$ cat src/rtl/reg_file_sb.sv
// Architectural register file with write-through read ports and a long-latency
// scoreboard that stalls ID on RAW/WAW hazards against in-flight ops.
module reg_file_sb #(
  parameter int XLEN    = 32,
  parameter int REG_NUM = 32
) (
  input  logic               clk,
  input  logic               rst,
  input  logic [4:0]         id_reg1_raddr_i,
  input  logic [4:0]         id_reg2_raddr_i,
  input  logic               id_reg1_RE_i,
  input  logic               id_reg2_RE_i,
  input  logic [4:0]         id_reg_waddr_i,
  input  logic               id_sb_set_i,
  input  logic               id_flush_i,
  input  logic [4:0]         wb_reg_waddr_i,
  input  logic [XLEN-1:0]    wb_op_c_i,
  input  logic               wb_reg_we_i,
  input  logic               wb_sb_clr_i,
  output logic [XLEN-1:0]    rf_reg1_rdata_o,
  output logic [XLEN-1:0]    rf_reg2_rdata_o,
  output logic               rf_stall_o,
  output logic [REG_NUM-1:0] rf_busy_o,
  output logic               rf_sb_err_o
);

  logic [XLEN-1:0]    regs_reg [REG_NUM];
  logic [REG_NUM-1:0] busy_reg;
  logic [REG_NUM-1:0] busy_next;
  logic [REG_NUM-1:0] clr_vec;
  logic [REG_NUM-1:0] set_vec;
  logic [REG_NUM-1:0] eff_busy;
  logic               err_reg;
  logic               wb_write;
  logic               clr;
  logic               set;
  logic               raw_waw;

  assign wb_write = wb_reg_we_i && (wb_reg_waddr_i != 5'd0);
  assign clr      = wb_write && wb_sb_clr_i;

  // Register 0 is never enabled, so it stays at its reset value of zero.
  genvar gi;
  generate
    for (gi = 0; gi < REG_NUM; gi++) begin : g_regs
      always_ff @(posedge clk) begin
        if (rst) begin
          regs_reg[gi] <= '0;
        end else if (wb_write && (wb_reg_waddr_i == 5'(gi))) begin
          regs_reg[gi] <= wb_op_c_i;
        end
      end
    end
  endgenerate

  assign rf_reg1_rdata_o =
      (!id_reg1_RE_i || id_reg1_raddr_i == 5'd0)              ? '0 :
      (wb_reg_we_i && wb_reg_waddr_i == id_reg1_raddr_i)      ? wb_op_c_i :
                                                                regs_reg[id_reg1_raddr_i];
  assign rf_reg2_rdata_o =
      (!id_reg2_RE_i || id_reg2_raddr_i == 5'd0)              ? '0 :
      (wb_reg_we_i && wb_reg_waddr_i == id_reg2_raddr_i)      ? wb_op_c_i :
                                                                regs_reg[id_reg2_raddr_i];

  always_comb begin
    clr_vec = '0;
    if (clr) clr_vec[wb_reg_waddr_i] = 1'b1;
  end

  // A completion writing back this cycle is covered by the bypass, not busy.
  assign eff_busy = busy_reg & ~clr_vec;

  assign raw_waw = (id_reg1_RE_i && eff_busy[id_reg1_raddr_i]) ||
                   (id_reg2_RE_i && eff_busy[id_reg2_raddr_i]) ||
                   (id_sb_set_i  && eff_busy[id_reg_waddr_i]);
  assign rf_stall_o = raw_waw && !id_flush_i;

  assign set = id_sb_set_i && !rf_stall_o && !id_flush_i && (id_reg_waddr_i != 5'd0);

  always_comb begin
    set_vec = '0;
    if (set) set_vec[id_reg_waddr_i] = 1'b1;
  end

  // Set is OR'd after the clear so a same-cycle reissue to that register wins.
  assign busy_next = eff_busy | set_vec;

  always_ff @(posedge clk) begin
    if (rst) begin
      busy_reg <= '0;
      err_reg  <= 1'b0;
    end else begin
      busy_reg <= busy_next;
      if (clr && !busy_reg[wb_reg_waddr_i]) err_reg <= 1'b1;
    end
  end

  assign rf_busy_o   = busy_reg;
  assign rf_sb_err_o = err_reg;

endmodule
$ cat config.mk
export PLATFORM = sky130hd
export DESIGN_NAME = reg_file_sb
export DESIGN_NICKNAME = d
export VERILOG_FILES = /design/src/rtl/reg_file_sb.sv
export SDC_FILE = /design/constraint.sdc
export NUM_CORES = 2
export LEC_CHECK = 0
export CORE_MARGIN = 10
export CORE_UTILIZATION = 40
export DETAILED_ROUTE_END_ITERATION = 7
export MAX_ROUTING_LAYER = met4
export SYNTH_ARGS = -nofsm -noshare
export SYNTH_HDL_FRONTEND = slang
export SYNTH_SLANG_ARGS = --single-unit
$ cat constraint.sdc
create_clock -name clk -period 8.1 [get_ports clk]
set_clock_uncertainty 0.2 [all_clocks]
set_input_delay 1.215 -clock clk [delete_from_list [all_inputs] [get_ports clk]]
set_output_delay 1.215 -clock clk [all_outputs]
set_load 0.02 [all_outputs]
* Word-level counts from Yosys, hierarchy flattened
Memory sizes are Yosys's and may differ from the RTL's. Index checks and enable logic that the tools add are counted.
Operators by class: order comparisons 6, equality and inequality tests 33, muxes and demuxes 148, bitwise logic cells 35, reduce and logical (&&, ||, !) cells 60
Operators with widths (count):
- $mux 32 | 38
- $mux 1 | 104
- $eq 5x5->1 const B | 16
- $logic_and 1x1->1 | 46
- $eq 5x4->1 const B | 8
- $and 32x32->32 | 1
- $not 32->32 | 1
- $or 1x1->1 | 32
- $or 32x32->32 | 1
- $lt 5x6->1 const B | 4
- $bmux 1 s5 | 4
- $eq 5x3->1 const B | 4
- $logic_not 5->1 | 3
- $demux 1 s5 | 2
- $eq 5x2->1 const B | 2
- $eq 5x5->1 | 2
- $ge 5x1->1 const B | 2
- $reduce_bool 5->1 | 2
- $eq 5x1->1 const B | 1
- $logic_not 1->1 | 5
- $logic_or 1x1->1 | 4
Word-level totals: register bits 33, RAM bits 1024, input bits 60, word-level logic and storage cells 285, memories kept 1
Memory list:
- regs_reg | words 32, width 32, read ports 2, clocked after memory_dff 0, wr ports 32, RTL line 27 | logic [XLEN-1:0] regs_reg [REG_NUM];

* Logic depth before layout (Yosys ltp)
word-level depth 19, mapped depth 11

* Worst setup path after synthesis
Ideal clock, no wire load.
path type in2out, from in id_reg2_raddr_i[0], to out rf_reg2_rdata_o[10], arrival 3.599 ns, required time 6.685 ns, setup slack 3.086 ns, stages 7, path buffers 3, cell sequence clkbuf_1 -> clkbuf_1 -> buf_1 -> mux4_2 -> mux4_2 -> mux2i_1 -> a211oi_1
On the way: longest elaborated chain between the ends 4
RTL lines:
- start, declared | RTL line 10 | input logic [4:0] id_reg2_raddr_i,
- parallel branches: the longest is 3 deep, another holds $mem_v2 32x32
- $mux 32 * | RTL line 61 | (!id_reg2_RE_i || id_reg2_raddr_i == 5'd0) ? '0 :
- end, declared | RTL line 21 | output logic [XLEN-1:0] rf_reg2_rdata_o,
Mark *: on every way between the ends.

* Worst setup path in the final report
from in wb_reg_waddr_i[2], to out rf_stall_o
On the way: longest elaborated chain between the ends 13
RTL lines:
- start, declared | RTL line 16 | input logic [4:0] wb_reg_waddr_i,
- $lt 5x6->1 (not written as such) or $ge 5x1->1 (tied branches) | RTL line 67 | if (clr) clr_vec[wb_reg_waddr_i] = 1'b1;
- $logic_and 1x1->1 (not written as such) | RTL line 67
- $mux 1 (not written as such) | RTL line 67
- $demux 1 s5 | RTL line 67
- $mux 32 * | RTL line 67
- $not 32->32 * | RTL line 71 | assign eff_busy = busy_reg & ~clr_vec;
- $and 32x32->32 * | RTL line 71
- $bmux 1 s5, on equally long branches | RTL line 73, 74
- $mux 1, on equally long branches | RTL line 73, 74
- $logic_and 1x1->1, on equally long branches | RTL line 73, 74
- $logic_or 1x1->1 | RTL line 73 | assign raw_waw = (id_reg1_RE_i && eff_busy[id_reg1_raddr_i]) ||
- $logic_or 1x1->1 * | RTL line 74 | (id_reg2_RE_i && eff_busy[id_reg2_raddr_i]) ||
- $logic_and 1x1->1 * | RTL line 76 | assign rf_stall_o = raw_waw && !id_flush_i;
- end, declared | RTL line 22 | output logic rf_stall_o,
Every way passes the cells marked *; elsewhere a longest branch is shown, timed or not. The select of a mux whose other input is x is not followed.

==> flow_summary_export.csv <==
group,metric,value,unit
worst_setup_path,r2r_cells,7,
timing,slew_headroom,16.9,%
worst_setup_path,rr_startpoint,"rf_busy_o[28]$_SDFF_PP0_",
global_route,grt_first_pass_wirelength,302,mm
synth,synth_area_per_cell,14.1,µm²
final_layout,nets,4170,
clock_network,clk-insertion-delay-late,0.75,ns
pwr,clkPwrFrac,39.1,%
clock_network,clock_path_buffers,3,
final_layout,layout_common_cells,"1024 x edfxtp_1, 993 x and2_1, 463 x mux4_2, 236 x mux2i_1, 146 x clkdlybuf4s50_1",
synth,synth.distinct_cells,53,
synth,syn-cell-area,58000,µm²
detailed_routing,via_per_inst,6.36,
pwr,p_seq_share,47.4,%
worst_setup_path,worst-path-max-fanout,21,
detailed_routing,drt_first_pass_iters,8,
synth,synth-seq-cells,1057,
placement,dp_cells,5895,
synth,synth_seq_area_share,54.2,%
global_route,first_global_vias,38454,
detailed_routing,num_vias,38919,
detailed_routing,drt_iter0_markers,5817,
worst_setup_path,cp_slowest_cell,"clkdlybuf4s50_1",
worst_setup_path,r2r_end,"rf_busy_o[29]$_SDFF_PP0_",
final_layout,fin_cells,6120,
die,pin_count,158,
hold_path,min_from,"rf_sb_err_o$_SDFFE_PP0P_",
detailed_routing,wl_per_cell,35.4,µm
die,die_h,401,µm
hold_path,min_to,"rf_sb_err_o$_SDFFE_PP0P_",
clock_network,cts.clk_slew.worst_paths,0.06,ns
hold_path,min_path_type,"flip-flop to flip-flop",
worst_setup_path,crit_top_cell,"clkdlybuf4s50_1",
timing,rsz0062_at_grt,"false",
pwr,p_per_area,206,nW/µm²
placement,numPortBuffers,157,
global_route,grt_max_degree,110,
timing,finalMaxSlewViolations,0,
detailed_routing,drc,0,
timing,tns,0,ns
die,dieArea,161000,µm²
worst_setup_path,required,6.68,ns
job,cap_violations,0,
die,start_util,40.3,%
worst_setup_path,startpoint_type,"input pin",
clock_network,cts-root-buf,"clkbuf_16",
worst_setup_path,slowest_delay,1.01,ns
clock_network,cts_tree,"done",
clock_network,cts_resized,0,
worst_setup_path,path_buf_inv,2,
clock_network,cts_setup_buffers,0,
clock_network,cts.hold.buffers_added,0,
synth,synthCells,4107,
timing,finalCritPeriodShare,87.1,%
hold_path,min_path_cells,2,
synth,ys_warn_count,0,
outcome,outcome,"finished clean",
worst_setup_path,crit_cells,8,
global_route,grt_antenna_before_repair,16,
final_layout,nFillCells,12439,
pwr,p_leak,22.3,nW
synth,synth_edf_count,1024,
final_layout,syn_to_final_growth,13.9,%
pwr,p_sw_share,25.6,%
final_layout,final_common_cell,"edfxtp_1",
worst_setup_path,crit_type,"input pin to primary output",
die,die_w,401,µm
worst_setup_path,endpoint_kind,"primary output",
synth,async_flop_share,0,%
placement,place_congestion,0.909,
timing,finalSetupViolCount,0,
pwr,power_switching,3.48,mW
pwr,intPower,10.1,mW
detailed_routing,wirelength,217,mm
global_route,grt-ovfl-total,0,
synth,yosys_most_used_dff,"edfxtp_1",
clock_network,htree_levels,3,
worst_setup_path,rrSetupSlack,5.06,ns
final_layout,largest_reg_flops,1024,
timing,post-route-min-period,7.06,ns
pwr,combPwrFrac,13.5,%
timing,fmax,0.142,GHz
global_route,grtUsageTotal,27.0,%
worst_setup_path,critPathTopFamily,"buffers and inverters",
pwr,irDropWorstVdd,0.171,mV
worst_setup_path,crit_arrival,5.64,ns
clock_network,cts_inserted_buffers,116,
timing,worst_pin_slew,1.24,ns
detailed_routing,ant_nets,0,
die,core-area,144000,µm²
worst_setup_path,cp_cell_sequence,"clkdlybuf4s50_1, nand4bb_1, o21ai_0, mux4_2, mux2i_1, o221ai_1, a31oi_1, clkdlybuf4s50_1",
placement,hpwl,120,mm
final_layout,drive_above_1_share,22.1,%
timing,final-hold-violation-count,0,
clock_network,clock_sinks,1057,
die,rows,139,
==> per-layer routing <==
layer	global-route usage (%)	wire, µm
met5	-	0
met4	11.7	9920
met3	5.20	21500
met2	43.2	105000
met1	33.5	80700
==> power groups by stage <==
stage	Sequential [mW]	Combinational [mW]	Clock (mW)
finish	6.45	1.83	5.31
global route	6.48	1.90	5.56
CTS	6.44	1.83	5.34
detailed placement	6.55	1.82	0
global placement	6.53	1.82	0
floorplan	6.51	1.10	0
==> tightest hold or removal path, cell delays in order, from the launching register on <==
cell,delay (ns)
dfxtp_1,0.33
a31oi_1,0.05
nor2_1,0.07
==> Yosys cell counts, drive strengths merged (32+ instances only) <==
library cell,count,area share (%)
nor2,141,0.91
a221oi,64,0.97
mux2,65,1.3
and2,993,11
clkbuf,363,2.3
o21ai,133,1.2
buf,81,0.58
mux4,463,18
a21oi,106,0.91
a211oi,32,0.41
dfxtp,33,1.1
o211ai,71,0.92
nand2,45,0.29
edfxtp,1024,53
a22oi,76,0.98
mux2i,236,4.1
==> per-stage QoR <==
step	hold slack [ns]	total power, mW	setup WS [ns]	area, µm²	utilization (%)
finish	0.274	13.6	1.04	66000	45.9
global route	0.301	13.9	0.882	66000	45.9
CTS	0.276	13.6	1.11	66000	45.9
detailed placement	0.261	8.37	1.13	62300	43.3
global placement	0.258	8.35	1.14	62300	43.3
floorplan	0.352	7.61	3.09	58100	-
==> area by class of cell <==
class	instances	area (µm²)	share of cell area, %
clock inverters	66	667	1.01
inverters	6	22.5	0.0341
well taps	1903	2380	3.61
repair buffers	298	2840	4.30
multi-input cells	2631	25600	38.8
flip-flops and latches	1057	31400	47.6
clock buffers	143	3050	4.61
diodes	16	40.0	0.0606
==> cells by family after synthesis <==
| group | Yosys count | share of synthesized area [%] |
|---|---|---|
| other | 1 | 0.00647 |
| multiplexers | 764 | 23.3 |
| buffers and inverters | 450 | 2.96 |
| flip-flops | 1057 | 54.2 |
| AND/OR/NAND/NOR | 1264 | 13.0 |
| AO/OA/AOI/OAI | 561 | 6.35 |
| XOR/XNOR | 10 | 0.151 |
==> worst max path at each step <==
stage	from	end	slack [ns]
2_1_floorplan	id_reg2_raddr_i[0]	rf_reg2_rdata_o[10]	3.09
3_3_place_gp	wb_reg_waddr_i[3]	rf_stall_o	1.14
3_5_place_dp	wb_reg_waddr_i[2]	rf_stall_o	1.13
4_1_cts	wb_reg_waddr_i[2]	rf_stall_o	1.11
5_1_grt	wb_reg_waddr_i[0]	rf_stall_o	0.88
6_report	wb_reg_waddr_i[2]	rf_stall_o	1.04
Note: power is estimated with default switching activity, not from simulation.
